<file path="src/rtl/i2c_cmd_sched_if.sv">
// Bundles the command push port, the read-data port and the i2c_master handshake.
// slave: the scheduler's view; master: the core / bus-model view.
interface i2c_cmd_sched_if;
   logic       cmd_valid;
   logic       cmd_ready;
   logic [6:0] cmd_addr;
   logic       cmd_rw;
   logic [7:0] cmd_data;
   logic       rd_valid;
   logic [7:0] rd_data;
   logic       rd_pop;
   logic [6:0] i2c_addr;
   logic [7:0] i2c_data;
   logic       i2c_rw;
   logic       i2c_en;
   logic       i2c_ready;
   logic [7:0] i2c_read_data;
   logic       busy;
   logic       err_timeout;
   logic       err_clear;

   modport slave (
      input  cmd_valid, cmd_addr, cmd_rw, cmd_data, rd_pop,
             i2c_ready, i2c_read_data, err_clear,
      output cmd_ready, rd_valid, rd_data, i2c_addr, i2c_data, i2c_rw,
             i2c_en, busy, err_timeout
   );

   modport master (
      output cmd_valid, cmd_addr, cmd_rw, cmd_data, rd_pop,
             i2c_ready, i2c_read_data, err_clear,
      input  cmd_ready, rd_valid, rd_data, i2c_addr, i2c_data, i2c_rw,
             i2c_en, busy, err_timeout
   );
endinterface

</file>
<file path="src/rtl/i2c_cmd_sched.sv">
// Queues I2C commands, issues them one at a time to i2c_master and buffers read bytes
// in a show-ahead FIFO. Define I2C_SCHED_TIMEOUT_EN to enable the wait-state abort.
module i2c_cmd_sched #(
   parameter int DEPTH          = 4,
   parameter int RD_DEPTH       = 4,
   parameter int TIMEOUT_CYCLES = 65535
) (
   input logic            clk,
   input logic            reset,
   i2c_cmd_sched_if.slave bus
);
   localparam int AW  = $clog2(DEPTH);
   localparam int RAW = $clog2(RD_DEPTH);
   localparam logic [AW:0]  CMD_FULL = (AW + 1)'(DEPTH);
   localparam logic [RAW:0] RD_FULL  = (RAW + 1)'(RD_DEPTH);

   typedef enum logic [1:0] {IDLE, ISSUE, WAIT_START, WAIT_DONE} state_t;
   typedef struct packed {
      logic [6:0] addr;
      logic       rw;
      logic [7:0] data;
   } cmd_t;

   state_t         state_q, state_d;
   cmd_t           lat_q, lat_d;
   cmd_t           cmd_mem [DEPTH];
   logic [AW-1:0]  cmd_wptr_q, cmd_wptr_d, cmd_rptr_q, cmd_rptr_d;
   logic [AW:0]    cmd_cnt_q, cmd_cnt_d;
   logic [7:0]     rd_mem [RD_DEPTH];
   logic [RAW-1:0] rd_wptr_q, rd_wptr_d, rd_rptr_q, rd_rptr_d;
   logic [RAW:0]   rd_cnt_q, rd_cnt_d;

   logic cmd_ready, cmd_push, cmd_pop, cmd_empty;
   logic rd_valid, rd_full, rd_push, rd_pop;
   logic tmo_abort;
   cmd_t cmd_head, cmd_in;

   assign cmd_ready = (cmd_cnt_q != CMD_FULL);
   assign cmd_empty = (cmd_cnt_q == '0);
   assign cmd_push  = bus.cmd_valid && cmd_ready;
   assign cmd_in    = '{addr: bus.cmd_addr, rw: bus.cmd_rw, data: bus.cmd_data};
   assign cmd_head  = cmd_mem[cmd_rptr_q];
   assign rd_valid  = (rd_cnt_q != '0);
   assign rd_full   = (rd_cnt_q == RD_FULL);
   assign rd_pop    = bus.rd_pop && rd_valid;

   // Storage arrays carry no reset; pointers and counts define what is valid.
   always_ff @(posedge clk) begin
      if (cmd_push) cmd_mem[cmd_wptr_q] <= cmd_in;
   end

   always_ff @(posedge clk) begin
      if (rd_push) rd_mem[rd_wptr_q] <= bus.i2c_read_data;
   end

   always_comb begin
      state_d = state_q;
      lat_d   = lat_q;
      cmd_pop = 1'b0;
      rd_push = 1'b0;
      case (state_q)
         IDLE: begin
            // A read is held back until the read FIFO has room for its byte.
            if (!cmd_empty && bus.i2c_ready && (!cmd_head.rw || !rd_full)) begin
               state_d = ISSUE;
               lat_d   = cmd_head;
            end
         end
         ISSUE: begin
            cmd_pop = 1'b1;
            state_d = WAIT_START;
         end
         WAIT_START: begin
            if (!bus.i2c_ready) state_d = WAIT_DONE;
         end
         WAIT_DONE: begin
            if (bus.i2c_ready) begin
               rd_push = lat_q.rw;
               state_d = IDLE;
            end
         end
         default: state_d = IDLE;
      endcase
      if (tmo_abort) state_d = IDLE;
   end

   always_comb begin
      cmd_wptr_d = cmd_wptr_q;
      cmd_rptr_d = cmd_rptr_q;
      cmd_cnt_d  = cmd_cnt_q;
      rd_wptr_d  = rd_wptr_q;
      rd_rptr_d  = rd_rptr_q;
      rd_cnt_d   = rd_cnt_q;
      if (cmd_push) cmd_wptr_d = cmd_wptr_q + 1'b1;
      if (cmd_pop)  cmd_rptr_d = cmd_rptr_q + 1'b1;
      if (cmd_push && !cmd_pop)      cmd_cnt_d = cmd_cnt_q + 1'b1;
      else if (cmd_pop && !cmd_push) cmd_cnt_d = cmd_cnt_q - 1'b1;
      if (rd_push) rd_wptr_d = rd_wptr_q + 1'b1;
      if (rd_pop)  rd_rptr_d = rd_rptr_q + 1'b1;
      if (rd_push && !rd_pop)      rd_cnt_d = rd_cnt_q + 1'b1;
      else if (rd_pop && !rd_push) rd_cnt_d = rd_cnt_q - 1'b1;
   end

   always_ff @(posedge clk or posedge reset) begin
      if (reset) begin
         state_q    <= IDLE;
         lat_q      <= '0;
         cmd_wptr_q <= '0;
         cmd_rptr_q <= '0;
         cmd_cnt_q  <= '0;
         rd_wptr_q  <= '0;
         rd_rptr_q  <= '0;
         rd_cnt_q   <= '0;
      end else begin
         state_q    <= state_d;
         lat_q      <= lat_d;
         cmd_wptr_q <= cmd_wptr_d;
         cmd_rptr_q <= cmd_rptr_d;
         cmd_cnt_q  <= cmd_cnt_d;
         rd_wptr_q  <= rd_wptr_d;
         rd_rptr_q  <= rd_rptr_d;
         rd_cnt_q   <= rd_cnt_d;
      end
   end

`ifdef I2C_SCHED_TIMEOUT_EN
   localparam int TW = $clog2(TIMEOUT_CYCLES + 1);
   localparam logic [TW-1:0] TMO_LAST = TW'(TIMEOUT_CYCLES - 1);

   logic [TW-1:0] tmo_cnt_q, tmo_cnt_d;
   logic          err_q, err_d;

   // A completion seen in the final wait cycle takes priority over the abort.
   assign tmo_abort = (state_q == WAIT_START || (state_q == WAIT_DONE && !bus.i2c_ready))
                      && (tmo_cnt_q == TMO_LAST);

   always_comb begin
      tmo_cnt_d = tmo_cnt_q;
      err_d     = err_q;
      if (state_q == ISSUE)
         tmo_cnt_d = '0;
      else if (state_q == WAIT_START || state_q == WAIT_DONE)
         tmo_cnt_d = tmo_cnt_q + 1'b1;
      if (tmo_abort)          err_d = 1'b1;
      else if (bus.err_clear) err_d = 1'b0;
   end

   always_ff @(posedge clk or posedge reset) begin
      if (reset) begin
         tmo_cnt_q <= '0;
         err_q     <= 1'b0;
      end else begin
         tmo_cnt_q <= tmo_cnt_d;
         err_q     <= err_d;
      end
   end

   assign bus.err_timeout = err_q;
`else
   localparam int unused_tmo_cycles = TIMEOUT_CYCLES;
   logic unused_err_clear;

   assign unused_err_clear = bus.err_clear;
   assign tmo_abort        = 1'b0;
   assign bus.err_timeout  = 1'b0;
`endif

   assign bus.cmd_ready = cmd_ready;
   assign bus.rd_valid  = rd_valid;
   assign bus.rd_data   = rd_valid ? rd_mem[rd_rptr_q] : 8'h00;
   assign bus.i2c_addr  = lat_q.addr;
   assign bus.i2c_data  = lat_q.data;
   assign bus.i2c_rw    = lat_q.rw;
   assign bus.i2c_en    = (state_q == ISSUE);
   assign bus.busy      = (state_q != IDLE) || !cmd_empty;
endmodule

</file>
<file path="src/flat_wrapper.sv">
// flat-port wrapper written by rule: the top's interface ports become plain ports
module i2c_cmd_sched_flat 
#(
   parameter int DEPTH          = 4,
   parameter int RD_DEPTH       = 4,
   parameter int TIMEOUT_CYCLES = 65535
)
  (clk, reset, bus_cmd_valid, bus_cmd_addr, bus_cmd_rw, bus_cmd_data, bus_rd_pop, bus_i2c_ready, bus_i2c_read_data, bus_err_clear, bus_cmd_ready, bus_rd_valid, bus_rd_data, bus_i2c_addr, bus_i2c_data, bus_i2c_rw, bus_i2c_en, bus_busy, bus_err_timeout);
  i2c_cmd_sched_if bus_i ();
  input logic clk;
  input logic reset;
  input wire logic [$bits(bus_i.cmd_valid)-1:0] bus_cmd_valid;
  input wire logic [$bits(bus_i.cmd_addr)-1:0] bus_cmd_addr;
  input wire logic [$bits(bus_i.cmd_rw)-1:0] bus_cmd_rw;
  input wire logic [$bits(bus_i.cmd_data)-1:0] bus_cmd_data;
  input wire logic [$bits(bus_i.rd_pop)-1:0] bus_rd_pop;
  input wire logic [$bits(bus_i.i2c_ready)-1:0] bus_i2c_ready;
  input wire logic [$bits(bus_i.i2c_read_data)-1:0] bus_i2c_read_data;
  input wire logic [$bits(bus_i.err_clear)-1:0] bus_err_clear;
  output wire logic [$bits(bus_i.cmd_ready)-1:0] bus_cmd_ready;
  output wire logic [$bits(bus_i.rd_valid)-1:0] bus_rd_valid;
  output wire logic [$bits(bus_i.rd_data)-1:0] bus_rd_data;
  output wire logic [$bits(bus_i.i2c_addr)-1:0] bus_i2c_addr;
  output wire logic [$bits(bus_i.i2c_data)-1:0] bus_i2c_data;
  output wire logic [$bits(bus_i.i2c_rw)-1:0] bus_i2c_rw;
  output wire logic [$bits(bus_i.i2c_en)-1:0] bus_i2c_en;
  output wire logic [$bits(bus_i.busy)-1:0] bus_busy;
  output wire logic [$bits(bus_i.err_timeout)-1:0] bus_err_timeout;
  assign bus_i.cmd_valid = bus_cmd_valid;
  assign bus_i.cmd_addr = bus_cmd_addr;
  assign bus_i.cmd_rw = bus_cmd_rw;
  assign bus_i.cmd_data = bus_cmd_data;
  assign bus_i.rd_pop = bus_rd_pop;
  assign bus_i.i2c_ready = bus_i2c_ready;
  assign bus_i.i2c_read_data = bus_i2c_read_data;
  assign bus_i.err_clear = bus_err_clear;
  assign bus_cmd_ready = bus_i.cmd_ready;
  assign bus_rd_valid = bus_i.rd_valid;
  assign bus_rd_data = bus_i.rd_data;
  assign bus_i2c_addr = bus_i.i2c_addr;
  assign bus_i2c_data = bus_i.i2c_data;
  assign bus_i2c_rw = bus_i.i2c_rw;
  assign bus_i2c_en = bus_i.i2c_en;
  assign bus_busy = bus_i.busy;
  assign bus_err_timeout = bus_i.err_timeout;
  i2c_cmd_sched #(.DEPTH(DEPTH), .RD_DEPTH(RD_DEPTH), .TIMEOUT_CYCLES(TIMEOUT_CYCLES)) u_core (.clk(clk), .reset(reset), .bus(bus_i));
endmodule
</file>
<file path="config.mk">
export PLATFORM = sky130hd
export DESIGN_NAME = i2c_cmd_sched_flat
export DESIGN_NICKNAME = d
export VERILOG_FILES = /design/src/rtl/i2c_cmd_sched_if.sv /design/src/rtl/i2c_cmd_sched.sv /design/src/flat_wrapper.sv
export SDC_FILE = /design/constraint.sdc
export NUM_CORES = 1
export LEC_CHECK = 0
export CELL_PAD_IN_SITES_DETAIL_PLACEMENT = 1
export CELL_PAD_IN_SITES_GLOBAL_PLACEMENT = 2
export CORE_MARGIN = 3
export CORE_UTILIZATION = 35
export DETAILED_ROUTE_END_ITERATION = 6
export PLACE_DENSITY = 0.71
export RECOVER_POWER = 25
export SYNTH_ARGS = -nofsm -noshare
export SYNTH_HDL_FRONTEND = slang
export SYNTH_SLANG_ARGS = --single-unit
</file>
<file path="constraint.sdc">
create_clock -name clk -period 2.4 [get_ports clk]
set_input_delay 0.36 -clock clk [delete_from_list [all_inputs] [get_ports clk]]
set_output_delay 0.36 -clock clk [all_outputs]
set_load 0.05 [all_outputs]
</file>
==> impl_results.md, run 1 <==
- Antenna violations before repair: 0
- Area leader, netlist: edfxtp_1
- Worst skew pair latency: around 420 ps
- P per Cell Area: ~1400 nW/um2
- Fmax: ~440 MHz
- Hold Path Class: input port to asynchronous set/reset pin
- Area share of the largest cell type after synthesis: 0.562
- Setup Fix Bufs, Post-CTS: 0
- Crit path launch type: flip-flop
- Largest net degree at the start of global routing: 33
- Design area: roughly 6500 um2
- Slew Viols, Final: 0
- Placeable core region: 14,100 um2
- Gpl congestion: 0.694
- Drt drc: 0
- Fin crit period: 2290 ps
- Top_reg_cell synth: edfxtp_1
- WP data arrival: 1930 ps
- Avg Inst Size Synth: 19.6 um2
- Highest Signal Layer: met4
- Post-DR vias/cell: roughly 4.8
- Slowest cell on crit path: clkdlybuf4s50_1
- FF-to-FF Start: u_core.rd_cnt_q[0]
- Unrepaired setup endpoints after global routing: false
- Wire length on met3: 441 um
- Post-synthesis cell area: slightly above 5000 um2
- DRT iter0 DRCs: 127
- Setup CP Type: flip-flop to output pin
- Setup TNS: 0 ps
- Initial DRT Pass Iterations: 4
- Crit path from: u_core.cmd_cnt_q[0]
- Register area share after synthesis: 0.718
- CP Capture Type: output pin
- Cell variety after synth: 31
- Placed wire-length estimate: 5930 um
- Routed Antenna Nets: 0
- Synthesized net count: 307
- Max-Cap Viols: 0
- Crit path cell chain: nor2_1, nand2_1, clkdlybuf4s50_1
- Synth top area cells: edfxtp_1, dfrtp_1, mux4_2
- CTS tree: built
- Top Ports: 59
- Asr flop ratio synth: 0.250
- Site Rows: 43
- Final nets: 383
- Clock Pin Slew Worst Setup and Hold Paths: 60 ps
- Final period util: 0.954
- Leakage power: approximately 0.0024 uW
- Critical-path maximum fanout: 6
- Flops & latches, synth: between 100 and 150
- Met2 wire length: between 4000 and 5000 um
- Syn Inst Count: 261
- Total CTS buffers: 17
- Metal-1 WL: 4200 um
- PortBufs: 56
- Synth warn: 0
- Placed Area: between 5000 and 6000 um2
- Vias in the first global route: 2,742
- Skew final: approximately 6.6 ps
- Peak VDD IR: 0.736 mV
- Fillers: 1,347
- Hold Violations, Final: 0
- Finish-stage setup viols: 0
- Via count: 2,520
- Root Driver: clkbuf_16
- Worst Tran Pin Value: about 580 ps
- All-Layer GR Usage: 0.124
- Die H: between 100 and 150 um
- First-pass GRT wire length: ~15,000 um
- Die Wd: 127 um
- Area Growth Syn to Fin: 27.6%
- Drt wl/cell: about 18 um
- EDFF count, synth: 96
- Crit path required time: around 2000 ps
- Routed Wire Length: 9380 um
- H-tree Lvls: 4
- Status: complete, no violations
- Initial Util: 0.364
- Die area: 16,100 um2
- Maximum clock insertion buffer count: 2
- GRT Residual Overflow: 0
- Max stage delay on crit path: between 800 and 900 ps
- ANT cells: 0
- Slew headroom: 0.611
- Share of layout cells above drive strength 1: 0.251
- Clock sinks: 128
[repair_timing]
action,4_1_cts,5_1_grt
endpoints found under the setup margin,3,0
hold buffers,0,0
gates resized for setup,3,0
[cell usage in the layout (no fill, tap or decap), drive strengths merged, types with 14 or more instances in the layout]
| master | instances |
|---|---|
| and2 | 14 |
| buf | 20 |
| clkbuf | 19 |
| clkdlybuf4s50 | 27 |
| dfrtp | 32 |
| dlygate4sd3 | 18 |
| edfxtp | 96 |
| ha | 14 |
| mux2 | 20 |
| mux4 | 24 |
[stage by stage]
stage	hold WS (ps)	setup slack, ps	power (uW)	util	cells
6_report	366	111	9220	0.464	530
5_1_grt	419	6.64	9700	0.464	530
4_1_cts	377	89.4	9380	0.464	530
3_5_place_dp	466	176	6650	0.420	498
3_3_place_gp	466	190	6590	0.420	498
2_1_floorplan	455	116	5620	-	261
[worst paths after layout]
path	to	slack, ps	cells after the start
setup / recovery	bus_cmd_ready	110	3
hold / removal	u_core.bus.i2c_data[6]	370	3
setup reg to reg	u_core.rd_cnt_q[2]	260	8
hold reg to reg	u_core.rd_rptr_q[0]	470	1
max in group asynchronous	u_core.cmd_wptr_q[1]	1700	3
min in group clk	u_core.rd_rptr_q[0]	470	1
[metal layers]
metal / up-vias / global-route usage
met2: 55 / 0.200
met3: 17 / 0.0485
met4: 0 / 0.0492
met1: 1297 / 0.150
li1: 1151 / -
met5: - / 0
[logic make-up (layout without fill, tap and decap cells)]
group | count (synthesis) | count (layout) | share of synthesized area
multiplexers | 44 | 44 | 0.154
other | 1 | 1 | 0.000731
buffers and inverters | 22 | 111 | 0.0232
AND/OR/NAND/NOR | 32 | 32 | 0.0349
XOR/XNOR | 12 | 12 | 0.0205
flip-flops | 128 | 128 | 0.718
AO/OA/AOI/OAI | 6 | 6 | 0.00659
adder cells (fa/ha/maj) | 16 | 16 | 0.0420
[worst max-delay path: cells and delay by family (launching register included)]
family | cells | cell delay (ps)
DFF | 1 | 440
and+or+nand+nor | 2 | 250
buffers and inverters | 1 | 830
[cells in the mapped netlist, drive strengths merged (5+ instances only)]
master / number
dfrtp: 32
xnor2: 7
and3: 5
xor2: 5
ha: 14
edfxtp: 96
mux4: 24
inv: 11
buf: 7
and2: 14
mux2: 20
[report_power, final]
group / internal (uW) / switching (uW) / leakage (uW)
registers: 2950 / 284 / 0.00125
logic: 1390 / 1910 / 0.000853
clock network: 1770 / 924 / 0.000305
total: 6110 / 3120 / 0.00241
[final cells by class]
cell class                      instances  area (um2)  share of cell area
Sequential cell                       128        3680               0.563
Timing Repair Buffer                   68         639              0.0977
Tap cell                              180         225              0.0344
Inverter                               11        41.3             0.00631
Clock inverter                         13         185              0.0283
Clock buffer                           19         443              0.0677
Multi-Input combinational cell        111        1330               0.203
[flip-flops by register name, summed over array words and instances, names as in the netlist]
| name | cells |
|---|---|
| u_core.cmd_wptr_q | 2 |
| u_core.rd_wptr_q | 2 |
| u_core.cmd_cnt_q | 3 |
| u_core.cmd_mem | 64 |
| u_core.state_q | 2 |
| u_core.bus.i2c_addr | 7 |
| u_core.cmd_rptr_q | 2 |
| u_core.rd_rptr_q | 2 |
| u_core.bus.i2c_rw | 1 |
| u_core.rd_cnt_q | 3 |
| u_core.rd_mem | 32 |
| u_core.bus.i2c_data | 8 |
No activity file was read; power rests on OpenSTA's default activity.
==> run 2: changes to the inputs <==
- ABC_CLOCK_PERIOD_IN_PS: default -> 2180
- clock period: 2.4 -> 2.18 ns (I/O delays scaled with it)
==> impl_results.md, run 2 (synthesized netlist as in run 1, its figures left out) <==
- Finish-stage setup viols: 0 (unchanged)
- Hold Violations, Final: 0 (unchanged)
- Leakage power: 0.00244 uW (+1.3%)
- Area Growth Syn to Fin: 28.9%
- Sequential cell area: 3680 um2 (about the same)
- Clock Pin Slew Worst Setup and Hold Paths: 60 ps (about the same)
- Die Wd: 127 um (unchanged)
- Fmax: 476 MHz
- Biggest register: u_core.cmd_mem
- Die area: 16,100 um2 (unchanged)
- FF-to-FF Start: u_core.rd_cnt_q[1]
- Worst skew pair latency: 410 ps (about the same)
- Site Rows: 43 (unchanged)
- Critical-path maximum fanout: 5 (-1)
- Placeable core region: 14,100 um2 (unchanged)
- H-tree Lvls: 4 (unchanged)
- Final Core Density: 0.469 (+0.00462)
- Fillers: 1,368 (+1.6%)
- Initial DRT Pass Iterations: 5 (+1)
- All-Layer GR Usage: 0.136 (+0.0118)
- Gpl congestion: 0.693 (about the same)
- Drt drc: 0 (unchanged)
- Routed Wire Length: 9860 um (+5.1%)
- # hold bufs at CTS: 0 (unchanged)
- Skew final: 8.58 ps (+2.00 ps)
- Die H: 127 um (unchanged)
- Initial Util: 0.364 (unchanged)
- Setup WS post-layout: 79.7 ps (-31.8 ps)
- Setup CP Type: flip-flop to output pin
- Placed Area: 5950 um2 (+0.51%)
- Peak VDD IR: 0.791 mV (+7.4%)
- Vias in the first global route: 2,841 (+3.6%)
- Final period util: 0.963
- Footprint of the multi-input gates: 1330 um2 (+0.38%)
- Routed Antenna Nets: 0 (unchanged)
- Worst R2R Path Depth: 8 (unchanged)
- R2r setup slk: 130 ps (-130 ps)
- P per Cell Area: 1540 nW/um2 (+9.1%)
- Drt wl/cell: 18.4 um (+3.7%)
- Clock sinks: 128 (unchanged)
- Top Ports: 59 (unchanged)
- Unrepaired setup endpoints after global routing: false
- First-pass GRT wire length: 16,100 um (+9.7%)
- PortBufs: 56 (unchanged)
- Max-Cap Viols: 0 (unchanged)
- Via count: 2,578 (+2.3%)
- Fin crit period: 2100 ps
- GRT Residual Overflow: 0 (unchanged)
- Antenna violations before repair: 2 (+2)
- Design area: 6610 um2 (+0.99%)
- Placed wire-length estimate: 6150 um (+3.6%)
- CP Capture Type: output pin
- Slew Viols, Final: 0 (unchanged)
- Slew headroom: 0.636 (+0.0257)
- Commonest non-fill, non-tap cell in the layout: edfxtp_1
- RR Endpoint: u_core.rd_cnt_q[2]
- Largest net degree at the start of global routing: 33 (unchanged)
- Status: complete, no violations
- CTS tree: built
- Hold Path Class: input port to asynchronous set/reset pin
- DRT iter0 DRCs: 109 (-14%)
- WP data arrival: 1770 ps (-160 ps)
- Largest register FFs: 64 (unchanged)
- Setup TNS: 0 ps (unchanged)
- Setup WS pre-CTS: 56.4 ps (-119 ps)
- Total CTS buffers: 17 (unchanged)
- Maximum clock insertion buffer count: 2 (unchanged)
- Share of layout cells above drive strength 1: 0.284 (+0.0323)
- Crit path launch type: flip-flop
- Setup Fix Bufs, Post-CTS: 0 (unchanged)
- Crit path required time: 1850 ps (-190 ps)
- Final nets: 389 (+1.6%)
- Post-DR vias/cell: 4.80 (+0.97%)
- Worst Tran Pin Value: 544 ps (-38.4 ps)
- Root Driver: clkbuf_16
- Most frequent cells in the layout: edfxtp_1, dfrtp_1, clkdlybuf4s50_1
-- run 2: worst max-delay path by stage --
stage | startpoint | endpoint | slack (ps)
2_1_floorplan | u_core.bus.i2c_rw | u_core.rd_cnt_q[2] | 30
3_3_place_gp | bus_cmd_valid | u_core.cmd_cnt_q[2] | 80
3_5_place_dp | bus_cmd_valid | u_core.cmd_cnt_q[2] | 60
4_1_cts | u_core.rd_rptr_q[0] | bus_rd_data[3] | 7
5_1_grt | u_core.cmd_cnt_q[0] | u_core.cmd_cnt_q[2] | 6
6_report | u_core.rd_rptr_q[0] | bus_rd_data[3] | 80
-- run 2: routing by layer --
layer | up-vias | wire length [um] | track usage
met5 | - | 13 | 0
met1 | 1350 | 4250 | 0.162
li1 | 1164 | - | -
met2 | 55 | 5070 | 0.226
met4 | 2 | 68 | 0.0511
met3 | 7 | 453 | 0.0506
-- run 2: timing repair --
item / in CTS / in global routing
setup endpoints to repair: 8 / 5
gates resized for setup: 3 / 10
cloned: 0 / 1
pin swaps: 0 / 0
-- run 2: critical path, cell delays in order (launching register included) --
cell and delay, ps:
dfrtp_2 400, buf_12 130, mux4_2 500, and2_1 180, buf_6 150
-- run 2: where the power goes --
part / internal [uW] / switching, uW
logic: 1690 / 2140
clock network: 1770 / 984
registers: 3250 / 339
-- run 2: final cells by class --
type	instances	area share
timing repair buffer	74	0.112
multi-input combinational	111	0.201
sequential	128	0.558
antenna	1	0.000379
clock buffer	22	0.0718
inverter	11	0.00625
tap	180	0.0341
clock inverter	10	0.0169
-- run 2: stage by stage --
stage	total power, uW	hold slack, ps	std cells
after floorplan	6190	426	261
after global placement	7250	491	503
after detailed placement	7350	498	503
after CTS	10200	345	535
after global routing	10700	393	536
final	10200	348	537
